File: src/rtl/alu_exec.sv
// -----------------------------------------------------------------------------
// alu_exec -- execute-stage ALU for Osiris I
//
// Purpose:
//   Executes the 5-bit ALU control code on two operands and registers the
//   result and a branch/compare condition for the EX/MEM stage. Shifts run
//   bit-serially (1 bit per cycle) by default. In that mode the block stalls
//   upstream through o_ready while a shift is in flight.
//
// Configuration:
//   BARREL_SHIFT_EN -- when defined, shifts use a combinational barrel shifter.
//                      Every code then completes in one cycle and o_ready is
//                      tied high. The SHIFT state, counter and shift register
//                      are not built in that case.
//
// Ports:
//   i_clk       clock, rising edge
//   i_rst_n     asynchronous active-low reset
//   i_valid     request valid
//   o_ready     request accepted this cycle when high (IDLE state)
//   i_alu_ctrl  operation code
//   i_src_a     operand A
//   i_src_b     operand B; the low $clog2(DATA_WIDTH) bits are the shift amount
//   i_flush     synchronous abort, highest priority
//   o_valid     one-cycle pulse, result fields valid
//   o_result    result (held while o_valid is low)
//   o_cond      branch/compare condition (held while o_valid is low)
//   o_illegal   an unknown code was accepted (held while o_valid is low)
//
// Handshake: a request transfers on a rising edge where i_valid and o_ready
// are both high. Upstream keeps the request stable until it transfers.
// o_ready depends only on state. The response is a single o_valid pulse with
// no back-pressure.
// -----------------------------------------------------------------------------
module alu_exec #(
    parameter int DATA_WIDTH = 32
) (
    input  logic                  i_clk,
    input  logic                  i_rst_n,
    input  logic                  i_valid,
    output logic                  o_ready,
    input  logic [4:0]            i_alu_ctrl,
    input  logic [DATA_WIDTH-1:0] i_src_a,
    input  logic [DATA_WIDTH-1:0] i_src_b,
    input  logic                  i_flush,
    output logic                  o_valid,
    output logic [DATA_WIDTH-1:0] o_result,
    output logic                  o_cond,
    output logic                  o_illegal
);

    localparam int SHW = $clog2(DATA_WIDTH);

    localparam logic [4:0] OP_AND  = 5'b00000;
    localparam logic [4:0] OP_OR   = 5'b00001;
    localparam logic [4:0] OP_XOR  = 5'b00010;
    localparam logic [4:0] OP_ADD  = 5'b00011;
    localparam logic [4:0] OP_SUB  = 5'b00100;
    localparam logic [4:0] OP_SLL  = 5'b00101;
    localparam logic [4:0] OP_SRL  = 5'b00110;
    localparam logic [4:0] OP_SLT  = 5'b00111;
    localparam logic [4:0] OP_SLTU = 5'b01000;
    localparam logic [4:0] OP_SRA  = 5'b01001;
    localparam logic [4:0] OP_BEQ  = 5'b01010;
    localparam logic [4:0] OP_BNE  = 5'b01011;
    localparam logic [4:0] OP_BLT  = 5'b01100;
    localparam logic [4:0] OP_BLTU = 5'b01101;
    localparam logic [4:0] OP_BGE  = 5'b01110;
    localparam logic [4:0] OP_BGEU = 5'b01111;

`ifndef BARREL_SHIFT_EN
    typedef enum logic {ST_IDLE = 1'b0, ST_SHIFT = 1'b1} state_e;
    typedef enum logic [1:0] {SH_SLL = 2'd0, SH_SRL = 2'd1, SH_SRA = 2'd2} sh_op_e;
`endif

    logic [SHW-1:0]        shamt;
    logic                  lt_s;
    logic                  lt_u;
    logic [DATA_WIDTH-1:0] dec_res;
    logic                  dec_cond;
    logic                  dec_illegal;

    logic                  valid_d,   valid_q;
    logic [DATA_WIDTH-1:0] result_d,  result_q;
    logic                  cond_d,    cond_q;
    logic                  illegal_d, illegal_q;

`ifndef BARREL_SHIFT_EN
    logic                  dec_is_shift;
    sh_op_e                dec_sh_op;
    state_e                state_d,   state_q;
    logic [SHW-1:0]        cnt_d,     cnt_q;
    logic [DATA_WIDTH-1:0] shreg_d,   shreg_q;
    sh_op_e                sh_op_d,   sh_op_q;
`endif

    assign shamt = i_src_b[SHW-1:0];
    assign lt_s  = $signed(i_src_a) < $signed(i_src_b);
    assign lt_u  = i_src_a < i_src_b;

    // Single-cycle decode. Unknown codes fall through to default, which also
    // catches X/Z codes in four-state simulation.
    always_comb begin
        dec_res     = '0;
        dec_cond    = 1'b0;
        dec_illegal = 1'b0;
`ifndef BARREL_SHIFT_EN
        dec_is_shift = 1'b0;
        dec_sh_op    = SH_SLL;
`endif
        case (i_alu_ctrl)
            OP_AND:  dec_res = i_src_a & i_src_b;
            OP_OR:   dec_res = i_src_a | i_src_b;
            OP_XOR:  dec_res = i_src_a ^ i_src_b;
            OP_ADD:  dec_res = i_src_a + i_src_b;
            OP_SUB:  dec_res = i_src_a - i_src_b;
`ifdef BARREL_SHIFT_EN
            OP_SLL:  dec_res = i_src_a << shamt;
            OP_SRL:  dec_res = i_src_a >> shamt;
            OP_SRA:  dec_res = $signed(i_src_a) >>> shamt;
`else
            OP_SLL:  begin dec_is_shift = 1'b1; dec_sh_op = SH_SLL; end
            OP_SRL:  begin dec_is_shift = 1'b1; dec_sh_op = SH_SRL; end
            OP_SRA:  begin dec_is_shift = 1'b1; dec_sh_op = SH_SRA; end
`endif
            OP_SLT:  dec_cond = lt_s;
            OP_SLTU: dec_cond = lt_u;
            OP_BEQ:  dec_cond = (i_src_a == i_src_b);
            OP_BNE:  dec_cond = (i_src_a != i_src_b);
            OP_BLT:  dec_cond = lt_s;
            OP_BLTU: dec_cond = lt_u;
            OP_BGE:  dec_cond = !lt_s;
            OP_BGEU: dec_cond = !lt_u;
            default: dec_illegal = 1'b1;
        endcase
        // Compare and branch codes return the condition as a 0/1 word.
        if (i_alu_ctrl >= OP_SLT && i_alu_ctrl <= OP_BGEU && i_alu_ctrl != OP_SRA) begin
            dec_res = {{(DATA_WIDTH-1){1'b0}}, dec_cond};
        end
    end

`ifdef BARREL_SHIFT_EN
    assign o_ready = 1'b1;

    always_comb begin
        valid_d   = 1'b0;
        result_d  = result_q;
        cond_d    = cond_q;
        illegal_d = illegal_q;
        // Flush drops a simultaneous request.
        if (!i_flush && i_valid) begin
            valid_d   = 1'b1;
            result_d  = dec_res;
            cond_d    = dec_cond;
            illegal_d = dec_illegal;
        end
    end

    always_ff @(posedge i_clk or negedge i_rst_n) begin
        if (!i_rst_n) begin
            valid_q   <= 1'b0;
            result_q  <= '0;
            cond_q    <= 1'b0;
            illegal_q <= 1'b0;
        end else begin
            valid_q   <= valid_d;
            result_q  <= result_d;
            cond_q    <= cond_d;
            illegal_q <= illegal_d;
        end
    end
`else
    assign o_ready = (state_q == ST_IDLE);

    always_comb begin
        state_d   = state_q;
        cnt_d     = cnt_q;
        shreg_d   = shreg_q;
        sh_op_d   = sh_op_q;
        valid_d   = 1'b0;
        result_d  = result_q;
        cond_d    = cond_q;
        illegal_d = illegal_q;
        if (i_flush) begin
            // Abort: any in-flight shift and any simultaneous request are dropped.
            state_d = ST_IDLE;
            cnt_d   = '0;
        end else begin
            case (state_q)
                ST_IDLE: begin
                    if (i_valid) begin
                        if (dec_is_shift) begin
                            state_d = ST_SHIFT;
                            shreg_d = i_src_a;
                            cnt_d   = shamt;
                            sh_op_d = dec_sh_op;
                        end else begin
                            valid_d   = 1'b1;
                            result_d  = dec_res;
                            cond_d    = dec_cond;
                            illegal_d = dec_illegal;
                        end
                    end
                end
                ST_SHIFT: begin
                    if (cnt_q != '0) begin
                        case (sh_op_q)
                            SH_SRL:  shreg_d = {1'b0, shreg_q[DATA_WIDTH-1:1]};
                            SH_SRA:  shreg_d = {shreg_q[DATA_WIDTH-1], shreg_q[DATA_WIDTH-1:1]};
                            default: shreg_d = {shreg_q[DATA_WIDTH-2:0], 1'b0};
                        endcase
                        cnt_d = cnt_q - SHW'(1);
                    end else begin
                        state_d   = ST_IDLE;
                        valid_d   = 1'b1;
                        result_d  = shreg_q;
                        cond_d    = 1'b0;
                        illegal_d = 1'b0;
                    end
                end
                default: state_d = ST_IDLE;
            endcase
        end
    end

    always_ff @(posedge i_clk or negedge i_rst_n) begin
        if (!i_rst_n) begin
            state_q   <= ST_IDLE;
            cnt_q     <= '0;
            shreg_q   <= '0;
            sh_op_q   <= SH_SLL;
            valid_q   <= 1'b0;
            result_q  <= '0;
            cond_q    <= 1'b0;
            illegal_q <= 1'b0;
        end else begin
            state_q   <= state_d;
            cnt_q     <= cnt_d;
            shreg_q   <= shreg_d;
            sh_op_q   <= sh_op_d;
            valid_q   <= valid_d;
            result_q  <= result_d;
            cond_q    <= cond_d;
            illegal_q <= illegal_d;
        end
    end
`endif

    assign o_valid   = valid_q;
    assign o_result  = result_q;
    assign o_cond    = cond_q;
    assign o_illegal = illegal_q;

endmodule

File: config.mk
export PLATFORM = sky130hd
export DESIGN_NAME = alu_exec
export DESIGN_NICKNAME = d
export VERILOG_FILES = /design/src/rtl/alu_exec.sv
export SDC_FILE = /design/constraint.sdc
export NUM_CORES = 1
export LEC_CHECK = 0
export ABC_AREA = 1
export BUFFER_PORTS_ARGS = -buffer_cell sky130_fd_sc_hd__buf_2
export CAP_MARGIN = 20
export CORE_UTILIZATION = 44
export CTS_CLUSTER_SIZE = 10
export DETAILED_ROUTE_END_ITERATION = 16
export PLACE_DENSITY = 0.61
export SLEW_MARGIN = 20
export SYNTH_ARGS = -nofsm -noshare
export SYNTH_HDL_FRONTEND = slang
export SYNTH_SLANG_ARGS = --single-unit
export TNS_END_PERCENT = 10
File: constraint.sdc
create_clock -name i_clk -period 2.26 [get_ports i_clk]
set_input_delay 0.226 -clock i_clk [delete_from_list [all_inputs] [get_ports i_clk]]
set_output_delay 0.226 -clock i_clk [all_outputs]
set_load 0.02 [all_outputs]
==> reports/results.ini <==
[outcome]
status = completed

[place]
dp_hpwl_um = 34000
gp_congestion = 0.984
io_buffers = 108
dpl_worst_slack_ps = -120
placed_cells = 2411

[timing]
min_period_over_period_pct = 92.5
worstMarginPinSlew_ps = 548
hold_violations = 0
setup-violations-final = 0
tns_ps = 0
rsz0062_at_grt = no
fin_skew_ps = 6.13
final.setup.worst_slack_ps = 168
max_freq_mhz = 478
report.final.slew_viol_count = 0
relSlewSlack_pct = 63.5
finalCriticalPeriod_ps = 2090

[global_routing]
grt_start_max_net_pins = 49
grt-busiest-layer = met2
overflow = 0
gr-usage-met2_pct = 52.1
grt_pass1_wl_um = 63100
antenna_found_initial = 1
met3_usage_pct = 4.11
use_met1_pct = 50.2
track_usage_pct = 34.0
grt_pass1_vias = 11600

[power]
power_mw = 6.21
leakage_nw = 7.53
max-vdd-ir-drop_mv = 0.409
power_density_nw_per_um2 = 468

[yosys]
ys_types = 40
ys_seq_area_share_pct = 18.1
synthesis.nets = 1991
synth_area_leader_cell = nand2_1
netlist_area_um2 = 10400
ys_async_sr_fraction_pct = 100
synth.avg_cell_area_um2 = 5.75
synth-edff-count = 0
ys_ff_latch = 75
synth_top_area_share_pct = 19.5
synth_top_cells_by_area = nand2_1 20%, dfrtp_1 18%, ha_1 14%, inv_1 11%, nor2_1 7.6%
synthFlopType = dfrtp_1
synthCells = 1804
yosys_warnings = 0

[critical_path]
endpoint_kind = flop
critical_path_class = primary input to flop
crit_arrival_ps = 2300
critPathLaunchType = primary input
crit_fanout = 8
reg2reg_slack_ps = 490
cp.required_ps = 2470

[routing]
drtIter0Drc = 1173
first_pass_iters = 7
antenna_left = 0
viasPerCell = 5.22
wirelength_um = 41200
wl_per_cell_um = 17.0
drc = 0
via_count = 12700

[clock_tree]
post-cts-setup-buffers = 0
cts_sinks = 75
cts_root_buffer = clkbuf_16
clock_path_buffers = 2
ctsHtreeMaxLevel = 3
cts_tree = yes
cts_made_buffers = 9
clock_latency_ps = 330
clk_pin_slew_ps = 60

[layout]
layout.nets = 2297
syn2layout_area_growth_pct = 27.9
post-route-util_pct = 58.1
final_cell_mix = 539 x nand2_1, 296 x inv_1, 258 x buf_4
drive_above_1_share_pct = 19.3
final_cells = 2429
layout_commonest_cell = nand2_1

[die]
rows = 55
die_w_um = 156
die_h_um = 156
core_area_um2 = 22800
dieArea_um2 = 24200
io_pins = 109
start_util_pct = 45.4

[flow_run]
max-cap-violations = 0

[worst_hold_path]
hp-class = primary input to flop

-- worst paths after layout --
check,startpoint,to,cells past startpoint
setup / recovery,i_src_b[10],o_result[19]$_DFFE_PN0P_,16
hold / removal,i_alu_ctrl[4],o_illegal$_DFFE_PN0P_,3
setup reg to reg,sh_op_q[0]$_DFFE_PN0P_,shreg_q[17]$_DFFE_PN0P_,7
hold reg to reg,shreg_q[4]$_DFFE_PN0P_,shreg_q[4]$_DFFE_PN0P_,2
max in group asynchronous,i_rst_n,o_result[30]$_DFFE_PN0P_,3
min in group asynchronous,i_rst_n,shreg_q[5]$_DFFE_PN0P_,2
-- through the flow --
stage                     hold WS [ps]  instance area, um2
after floorplan                  -69.6               10400
after global placement             246               13000
after detailed placement           245               13000
after CTS                          246               13300
after global routing               262               13300
final                              270               13300
-- flip-flops by register name, summed over array words and instances (netlist names) --
register and flops:
state_q 1, o_illegal 1, cnt_q 5, sh_op_q 2, shreg_q 32, o_valid 1
o_result 32, o_cond 1
-- worst max-delay path, stage by stage --
cell and delay, ps:
buf_2 90, inv_1 50, ha_1 410, nor2_1 230
buf_4 150, nand2_1 40, nand2_1 100, inv_1 70
nand3_1 190, nand3_1 130, nand2_1 80, nand2_1 40
nand3_1 70, nand3_1 230, nand2_1 140, a21oi_1 70
-- metal layers --
layer  up-vias  wire, um
met1      5809     19400
met2       498     17500
met4         0       872
li1       6328         -
met3        49      3460
met5         -         0
-- layout make-up --
class	instances	area (um2)
fill	2431	9570
multi-input combinational	1352	7000
timing repair buffer	370	2560
sequential	75	1880
inverter	302	1130
tap	313	392
clock buffer	10	239
clock inverter	6	62.6
antenna	1	2.50
-- report_power, final --
group / leakage, nW / internal [mW] / switching, mW
clock network: 0.153 / 0.885 / 0.568
registers: 0.933 / 1.63 / 0.196
logic: 6.45 / 1.13 / 1.80
-- cell families (layout without fill, tap and decap cells) --
kind of cell / after synthesis / in the layout / share of synthesized area, %
XOR/XNOR: 4 / 4 / 0.338
multiplexers: 1 / 1 / 0.109
buffers and inverters: 377 / 688 / 14.5
adder cells (fa/ha/maj): 114 / 114 / 13.9
AO/OA/AOI/OAI: 285 / 285 / 15.7
flip-flops: 75 / 75 / 18.1
AND/OR/NAND/NOR: 948 / 948 / 37.3
other: 0 / 1 / 0
-- synth_stat cells (2+ instances only) --
cell type  instances
a211oi_1          31
a21oi_1          113
a221oi_1           4
a31oi_1           17
and2_1             8
and3_1             3
buf_1              2
buf_2             36
buf_4              7
buf_6              3
clkbuf_1          27
dfrtp_1           75
fa_1               2
ha_1             112
inv_1            297
inv_2              4
nand2_1          539
nand2_2            3
nand3_1          143
nand4_1           19
nor2_1           209
nor2_2             6
nor3_1            14
nor3_2             2
o21a_1             2
o21ai_0           68
o21bai_1           6
o22ai_1           35
o31ai_1            3
xor2_1             4
-- what timing repair did --
item	CTS	global route
gates resized for setup	0	2
hold endpoints to repair	38	0
hold buffers	1	0
endpoints found under the setup margin	0	3
Power figures use the tool's default switching activity.
